--- src/rtl/tone_mixer_pkg.sv ---
// Shared definitions for the tone mixer: register-select encodings and width helpers.
// Used by tone_mixer_pwm (optional envelope: TONE_MIXER_ENVELOPE_EN) and pwm_dac.
package tone_mixer_pkg;

   typedef enum logic {
      SEL_PERIOD = 1'b0,
      SEL_VOLUME = 1'b1
   } wr_sel_e;

   // Wide enough that summing CH full-scale amplitudes can never wrap before saturation.
   function automatic int mix_width(input int n, input int ch);
      return n + $clog2(ch) + 1;
   endfunction

   function automatic int idx_width(input int ch);
      return (ch > 1) ? $clog2(ch) : 1;
   endfunction

endpackage

--- src/rtl/pwm_dac.sv ---
// PWM back end: free-running counter, duty latched only at the period boundary,
// registered compare output.
module pwm_dac
   import tone_mixer_pkg::*;
#(
   parameter int N = 8
) (
   input  logic         clk,
   input  logic         reset,
   input  logic [N-1:0] mix,
   output logic         pwm_out,
   output logic [N-1:0] duty
);

   logic [N-1:0] cnt_q, cnt_d;
   logic [N-1:0] duty_q, duty_d;
   logic         pwm_q, pwm_d;

   always_comb begin
      cnt_d  = cnt_q + N'(1);
      duty_d = (cnt_q == '1) ? mix : duty_q;
      pwm_d  = (cnt_q < duty_q);
   end

   // NOTE: state registers use non-blocking assignments so every flop samples pre-edge values.
   always_ff @(posedge clk or posedge reset) begin
      if (reset) begin
         cnt_q  <= '0;
         duty_q <= '0;
         pwm_q  <= 1'b0;
      end else begin
         cnt_q  <= cnt_d;
         duty_q <= duty_d;
         pwm_q  <= pwm_d;
      end
   end

   assign pwm_out = pwm_q;
   assign duty    = duty_q;

endmodule

--- src/rtl/tone_mixer_pwm.sv ---
// Multi-channel square-wave tone generator mixed into a single PWM output.
// Define TONE_MIXER_ENVELOPE_EN to add a per-channel linear decay envelope.
module tone_mixer_pwm
   import tone_mixer_pkg::*;
#(
   parameter int N         = 8,
   parameter int CH        = 4,
   parameter int PW        = 16,
   parameter int DECAY_DIV = 1024
) (
   input  logic                     clk,
   input  logic                     reset,
   input  logic                     wr_en,
   input  logic [idx_width(CH)-1:0] wr_ch,
   input  logic                     wr_sel,
   input  logic [PW-1:0]            wr_data,
   input  logic [CH-1:0]            ch_en,
   output logic                     pwm_out,
   output logic [N-1:0]             duty
);

   localparam int CW    = idx_width(CH);
   localparam int MIX_W = mix_width(N, CH);

   logic [N-1:0]     contrib [CH];
   logic             addr_ok;
   logic [MIX_W-1:0] mix_sum;
   logic [N-1:0]     mix_sat;

   assign addr_ok = (int'(wr_ch) < CH);

`ifdef TONE_MIXER_ENVELOPE_EN
   localparam int DW = (DECAY_DIV > 1) ? $clog2(DECAY_DIV) : 1;

   logic [DW-1:0] presc_q, presc_d;
   logic          env_tick;

   always_comb begin
      env_tick = (presc_q == DW'(DECAY_DIV - 1));
      presc_d  = env_tick ? '0 : presc_q + DW'(1);
   end

   always_ff @(posedge clk or posedge reset) begin
      if (reset) presc_q <= '0;
      else       presc_q <= presc_d;
   end
`endif

   for (genvar i = 0; i < CH; i++) begin : g_ch
      logic [PW-1:0] period_q, period_d;
      logic [PW-1:0] cnt_q, cnt_d;
      logic          phase_q, phase_d;
      logic [N-1:0]  vol_q, vol_d;
      logic [N-1:0]  amp;
      logic          wr_hit;

      assign wr_hit = wr_en && addr_ok && (wr_ch == CW'(i));

      // NOTE: every _d gets a hold default first, so no path through the block can infer a latch.
      always_comb begin
         period_d = period_q;
         vol_d    = vol_q;
         cnt_d    = cnt_q;
         phase_d  = phase_q;
         if (period_q == '0) begin
            cnt_d   = '0;
            phase_d = 1'b0;
         end else if (cnt_q >= period_q - PW'(1)) begin
            cnt_d   = '0;
            phase_d = ~phase_q;
         end else begin
            cnt_d = cnt_q + PW'(1);
         end
         // A write overrides the free-running update in the same cycle.
         if (wr_hit) begin
            if (wr_sel_e'(wr_sel) == SEL_PERIOD) begin
               period_d = wr_data;
               cnt_d    = '0;
               phase_d  = 1'b0;
            end else begin
               vol_d = wr_data[N-1:0];
            end
         end
      end

      always_ff @(posedge clk or posedge reset) begin
         if (reset) begin
            period_q <= '0;
            cnt_q    <= '0;
            phase_q  <= 1'b0;
            vol_q    <= '0;
         end else begin
            period_q <= period_d;
            cnt_q    <= cnt_d;
            phase_q  <= phase_d;
            vol_q    <= vol_d;
         end
      end

`ifdef TONE_MIXER_ENVELOPE_EN
      logic [N-1:0] env_q, env_d;

      always_comb begin
         env_d = env_q;
         if (env_tick && env_q != '0) env_d = env_q - N'(1);
         if (wr_hit && wr_sel_e'(wr_sel) == SEL_VOLUME) env_d = wr_data[N-1:0];
      end

      always_ff @(posedge clk or posedge reset) begin
         if (reset) env_q <= '0;
         else       env_q <= env_d;
      end

      assign amp = env_q;
`else
      assign amp = vol_q;
`endif

      assign contrib[i] = (ch_en[i] && phase_q) ? amp : '0;
   end

   // NOTE: blocking assignments here build the running sum within one combinational pass.
   always_comb begin
      mix_sum = '0;
      for (int c = 0; c < CH; c++) mix_sum = mix_sum + MIX_W'(contrib[c]);
      mix_sat = (mix_sum > MIX_W'((2 ** N) - 1)) ? '1 : mix_sum[N-1:0];
   end

   pwm_dac #(.N(N)) u_pwm_dac (
      .clk     (clk),
      .reset   (reset),
      .mix     (mix_sat),
      .pwm_out (pwm_out),
      .duty    (duty)
   );

endmodule
--- config.mk ---
export PLATFORM = sky130hd
export DESIGN_NAME = tone_mixer_pwm
export DESIGN_NICKNAME = d
export VERILOG_FILES = /design/src/rtl/tone_mixer_pkg.sv /design/src/rtl/pwm_dac.sv /design/src/rtl/tone_mixer_pwm.sv
export SDC_FILE = /design/constraint.sdc
export NUM_CORES = 1
export LEC_CHECK = 0
export ABC_AREA = 1
export ABC_CLOCK_PERIOD_IN_PS = 8800
export CAP_MARGIN = 20
export CORE_MARGIN = 4
export CORE_UTILIZATION = 40
export DETAILED_ROUTE_END_ITERATION = 8
export GPL_TIMING_DRIVEN = 0
export PLACE_DENSITY = 0.57
export SYNTH_ARGS = -nofsm -noshare
export SYNTH_HDL_FRONTEND = slang
export SYNTH_HIERARCHICAL = 1
export SYNTH_SLANG_ARGS = --single-unit
--- constraint.sdc ---
create_clock -name clk -period 8.8 [get_ports clk]
set_clock_uncertainty 0.2 [all_clocks]
set_input_delay 1.32 -clock clk [delete_from_list [all_inputs] [get_ports clk]]
set_output_delay 1.32 -clock clk [all_outputs]
set_load 0.01 [all_outputs]
==> impl.org <==
** Critical path
- Setup crit end kind :: flip-flop
- WP data required :: a little under 9 ns
- Data on the critical path arrives at its endpoint at 4.98 ns.
- Largest fanout of any net on the critical path :: 8
- The worst setup path is launched from an input pin.
- By startpoint and endpoint, the worst setup path is classified as input pin to flip-flop.

** Yosys
- Sorting the synthesized cells by how often they occur yields nand2_1, inv_1, dfrtp_1.
- Area share of the largest cell type after synthesis :: 38.4%
- During synthesis, Yosys emitted a total of 6 warnings.
- For this run, asynchronously set or reset flops after synthesis account for between 90% and 100%.
- For this run, the leading register cell type out of synthesis is dfrtp_1.
- Number of synthesized flops with an enable pin :: 0
- The biggest area contributor in the post-synthesis netlist is dfrtp_1.
- Synthesis produced approximately 1,400 cells.
- Proportion of synthesized chip area in sequential cells :: between 30% and 40%
- The synthesized netlist contains 45 unique library cells.
- The cell area that synthesis handed to floorplanning was 11,800 um^2.
- In the post-synthesis netlist, the biggest area contributors are dfrtp_1, ha_1, nand2_1, inv_1, xor2_1.
- In the post-synthesis netlist, the cell with the most instances is nand2_1.
- Average cell area after synthesis :: approximately 8.2 um^2
- The synthesized design contains between 150 and 200 register bits.
- Post-Syn Nets :: 1,568

** Cells and area
- Area Overhead vs Synth :: 12.4%
- Total area of multi-input combinational cells :: roughly 6300 um^2
- The number of antenna diodes in the final layout is 0.
- Layout cells sized above 1 :: between 10 and 15%
- The sequential cells in the finished layout cover a total of roughly 4500 um^2.
- The final layout contains 1,622 nets.
- The filler cells instantiated in the layout total 2,942.

** STA
- Final-report hold violation count :: 0
- Hold is met by roughly 0.26 ns.
- Transition time at the pin with the least slew margin :: about 0.63 ns
- Setup repair after global routing left no endpoint under its margin.
- The final count of pins violating max slew was 0.
- Setup violations remaining at the end of the flow were counted as 0.
- Worst slew margin relative to its limit :: slightly below 60%
- The smallest clock period supported by the final layout is computed as approximately 4.9 ns.
- For this run, the top clock speed supported by timing is just over 0.2 GHz.
- The final critical path takes up between 50% and 60% of the cycle.
- After routing, the total negative slack on setup checks comes to 0 ns.
- Final setup slack of the worst path :: around 4 ns

** Global route
- In the global route stage, met2 resource usage came out at between 20% and 30%.
- Number of global-route vias before repair :: around 9,200
- Across every metal layer, demand over resource in global routing totals 16.6%.
- Global routing used about 2.6% of the available met3 tracks.
- Met1 Resource Use GR :: between 20% and 30%
- Wire length of the first global-routing pass :: 44,800 um
- Initial antenna violation count :: 0
- Pin count of the biggest net entering global routing :: 82
- Most congested layer reported by global routing :: met2
- Total grt overflow :: 0

** Place
- Detailed placement ended at an HPWL of between 15,000 and 20,000 um.
- Setup slack at placement :: between 3 and 4 ns
- Final weighted congestion in routability-driven placement :: 0.791
- During placement, the flow inserted port buffers numbering 33.

** Detailed routing
- Via/cell ratio :: around 4.8
- The count of nets left with antenna violations once routing finished came out at 0.
- Number of violations reported at the end of detailed-routing iteration 0 :: ~420
- In the final routed layout, each cell accounts on average for 13.7 um.
- Number of remaining DRC errors :: 0
- Aggregate routed wire length :: around 26,000 um
- Detailed routing inserted a total of around 9,100 vias.
- The pre-antenna-repair detailed-routing pass consisted of 4 iterations.

** Floorplanning
- Number of core rows :: 62
- Die Wd :: ~180 um
- Area inside the core boundary :: approximately 29,000 um^2
- The die covers roughly 32,000 um^2.
- Pin placement for this block handled 35 I/O pins.
- For this configuration, the core starts out at a cell density of approximately 40%.
- Measured along the y axis, the die boundary spans 180 um.

** CTS
- Post-CTS setup repair buffer count :: 0
- The H-tree was split into 4 levels.
- The tree is rooted in a clkbuf_16.
- Clock latency on the worst-skew pair :: approximately 0.44 ns
- For this design, the sink count on the clock tree is approximately 180.
- CTS tree :: done
- Gates resized during post-CTS repair numbered 0.
- The longest clock path from root to sink contains 2 buffers.
- Clock transition at the registers of the reported paths :: 0.07 ns
- Clock tree synthesis inserted a total of 17 buffers.
- Hold repair after CTS inserted 0 buffers.

** Job
- The tool flagged a number of max-cap violations equal to 0.

** Power and ir drop
- VDD sags by at most ~0.11 mV.
- For this design the static power due to leakage is around 6.6 nW.
- Overall power consumption after layout is estimated at 2.71 mW.
- Power density cells :: ~200 nW/um^2

** Hold path
- Path class of the lowest-slack min-delay path :: flip-flop to flip-flop

** Run status
- The flow ran to the end, and the final reports show no timing, DRC or antenna violations.
## sequential cells by signal, indices dropped and copies added (netlist names)
name               flops
g_ch.amp              32
g_ch.cnt_q            64
g_ch.period_q         64
g_ch.phase_q           4
u_pwm_dac/cnt_q        8
u_pwm_dac/duty         8
u_pwm_dac/pwm_out      1
## cell type report
class,instances,share of cell area (%)
multi-input combinational,1018,47.7
sequential,181,34.2
inverter,210,6.01
tap,384,3.63
clock buffer,21,3.48
timing repair buffer,35,2.91
buffer,24,1.14
clock inverter,11,0.954
## logic make-up after synthesis
family / after synthesis / synth area share (%)
AO/OA/AOI/OAI: 170 / 8.06
XOR/XNOR: 103 / 7.66
adder cells (fa/ha/maj): 109 / 12.6
buffers and inverters: 234 / 7.97
flip-flops: 181 / 38.4
AND/OR/NAND/NOR: 636 / 25.3
## placed cells by master, fill, tap and decap left out, types with 11 or more instances in the layout
cell type,instances
nand2_1,307
nor3_1,23
nor2_2,42
nand3_1,53
fa_1,16
clkdlybuf4s50_1,33
xor2_1,71
a21oi_1,43
clkbuf_16,17
inv_1,202
nor3_2,22
clkbuf_1,11
nor2_1,132
ha_1,93
o21ai_0,100
dfrtp_1,181
nand4_1,27
xnor2_1,32
## per-stage QoR
step           cell area, um^2  std cells  util, %
3_3_place_gp             12600       1850     43.6
3_5_place_dp             12700       1852     43.9
2_1_floorplan            11800       1433        -
5_1_grt                  13200       1884     45.9
4_1_cts                  13200       1884     45.9
6_report                 13200       1884     45.9
## where the power goes
part	total (mW)	internal, mW	switching (mW)
sequential	1.13	0.979	0.155
clock	0.778	0.435	0.343
combinational	0.800	0.333	0.467
## worst max-delay path, cell delays in order
cell             delay, ns
clkdlybuf4s50_1       0.47
nand2_1               0.22
nor2_1                0.22
fa_1                  0.49
fa_1                  0.49
ha_1                  0.25
fa_1                  0.43
a21oi_1               0.15
o21ai_0               0.14
a21oi_1               0.48
nand4_1               0.16
inv_1                 0.10
o21ai_2               0.05
## routing by layer
layer	vias to the layer above	part of all wire (%)
met5	-	0
met4	0	1.0
met3	18	3.0
met2	101	47
met1	4282	49
li1	4666	-
## final timing paths
| path | depth (start not counted) | from | end | slack, ns |
|---|---|---|---|---|
| min reg2reg | 1 | g_ch[1].cnt_q[0]$_DFF_PP0_ | g_ch[1].cnt_q[0]$_DFF_PP0_ | 0.26 |
| min | 1 | g_ch[1].cnt_q[0]$_DFF_PP0_ | g_ch[1].cnt_q[0]$_DFF_PP0_ | 0.26 |
| min in group asynchronous | 2 | reset | g_ch[0].amp[0]$_DFFE_PP0P_ | 1.00 |
| max reg2reg | 12 | g_ch[2].phase_q$_DFF_PP0_ | u_pwm_dac/duty[4]$_DFFE_PP0N_ | 4.94 |
| max | 13 | ch_en[2] | u_pwm_dac/duty[4]$_DFFE_PP0N_ | 3.95 |
| max in group asynchronous | 2 | reset | u_pwm_dac/duty[5]$_DFFE_PP0N_ | 6.75 |
(Power assumes the default switching activity.)
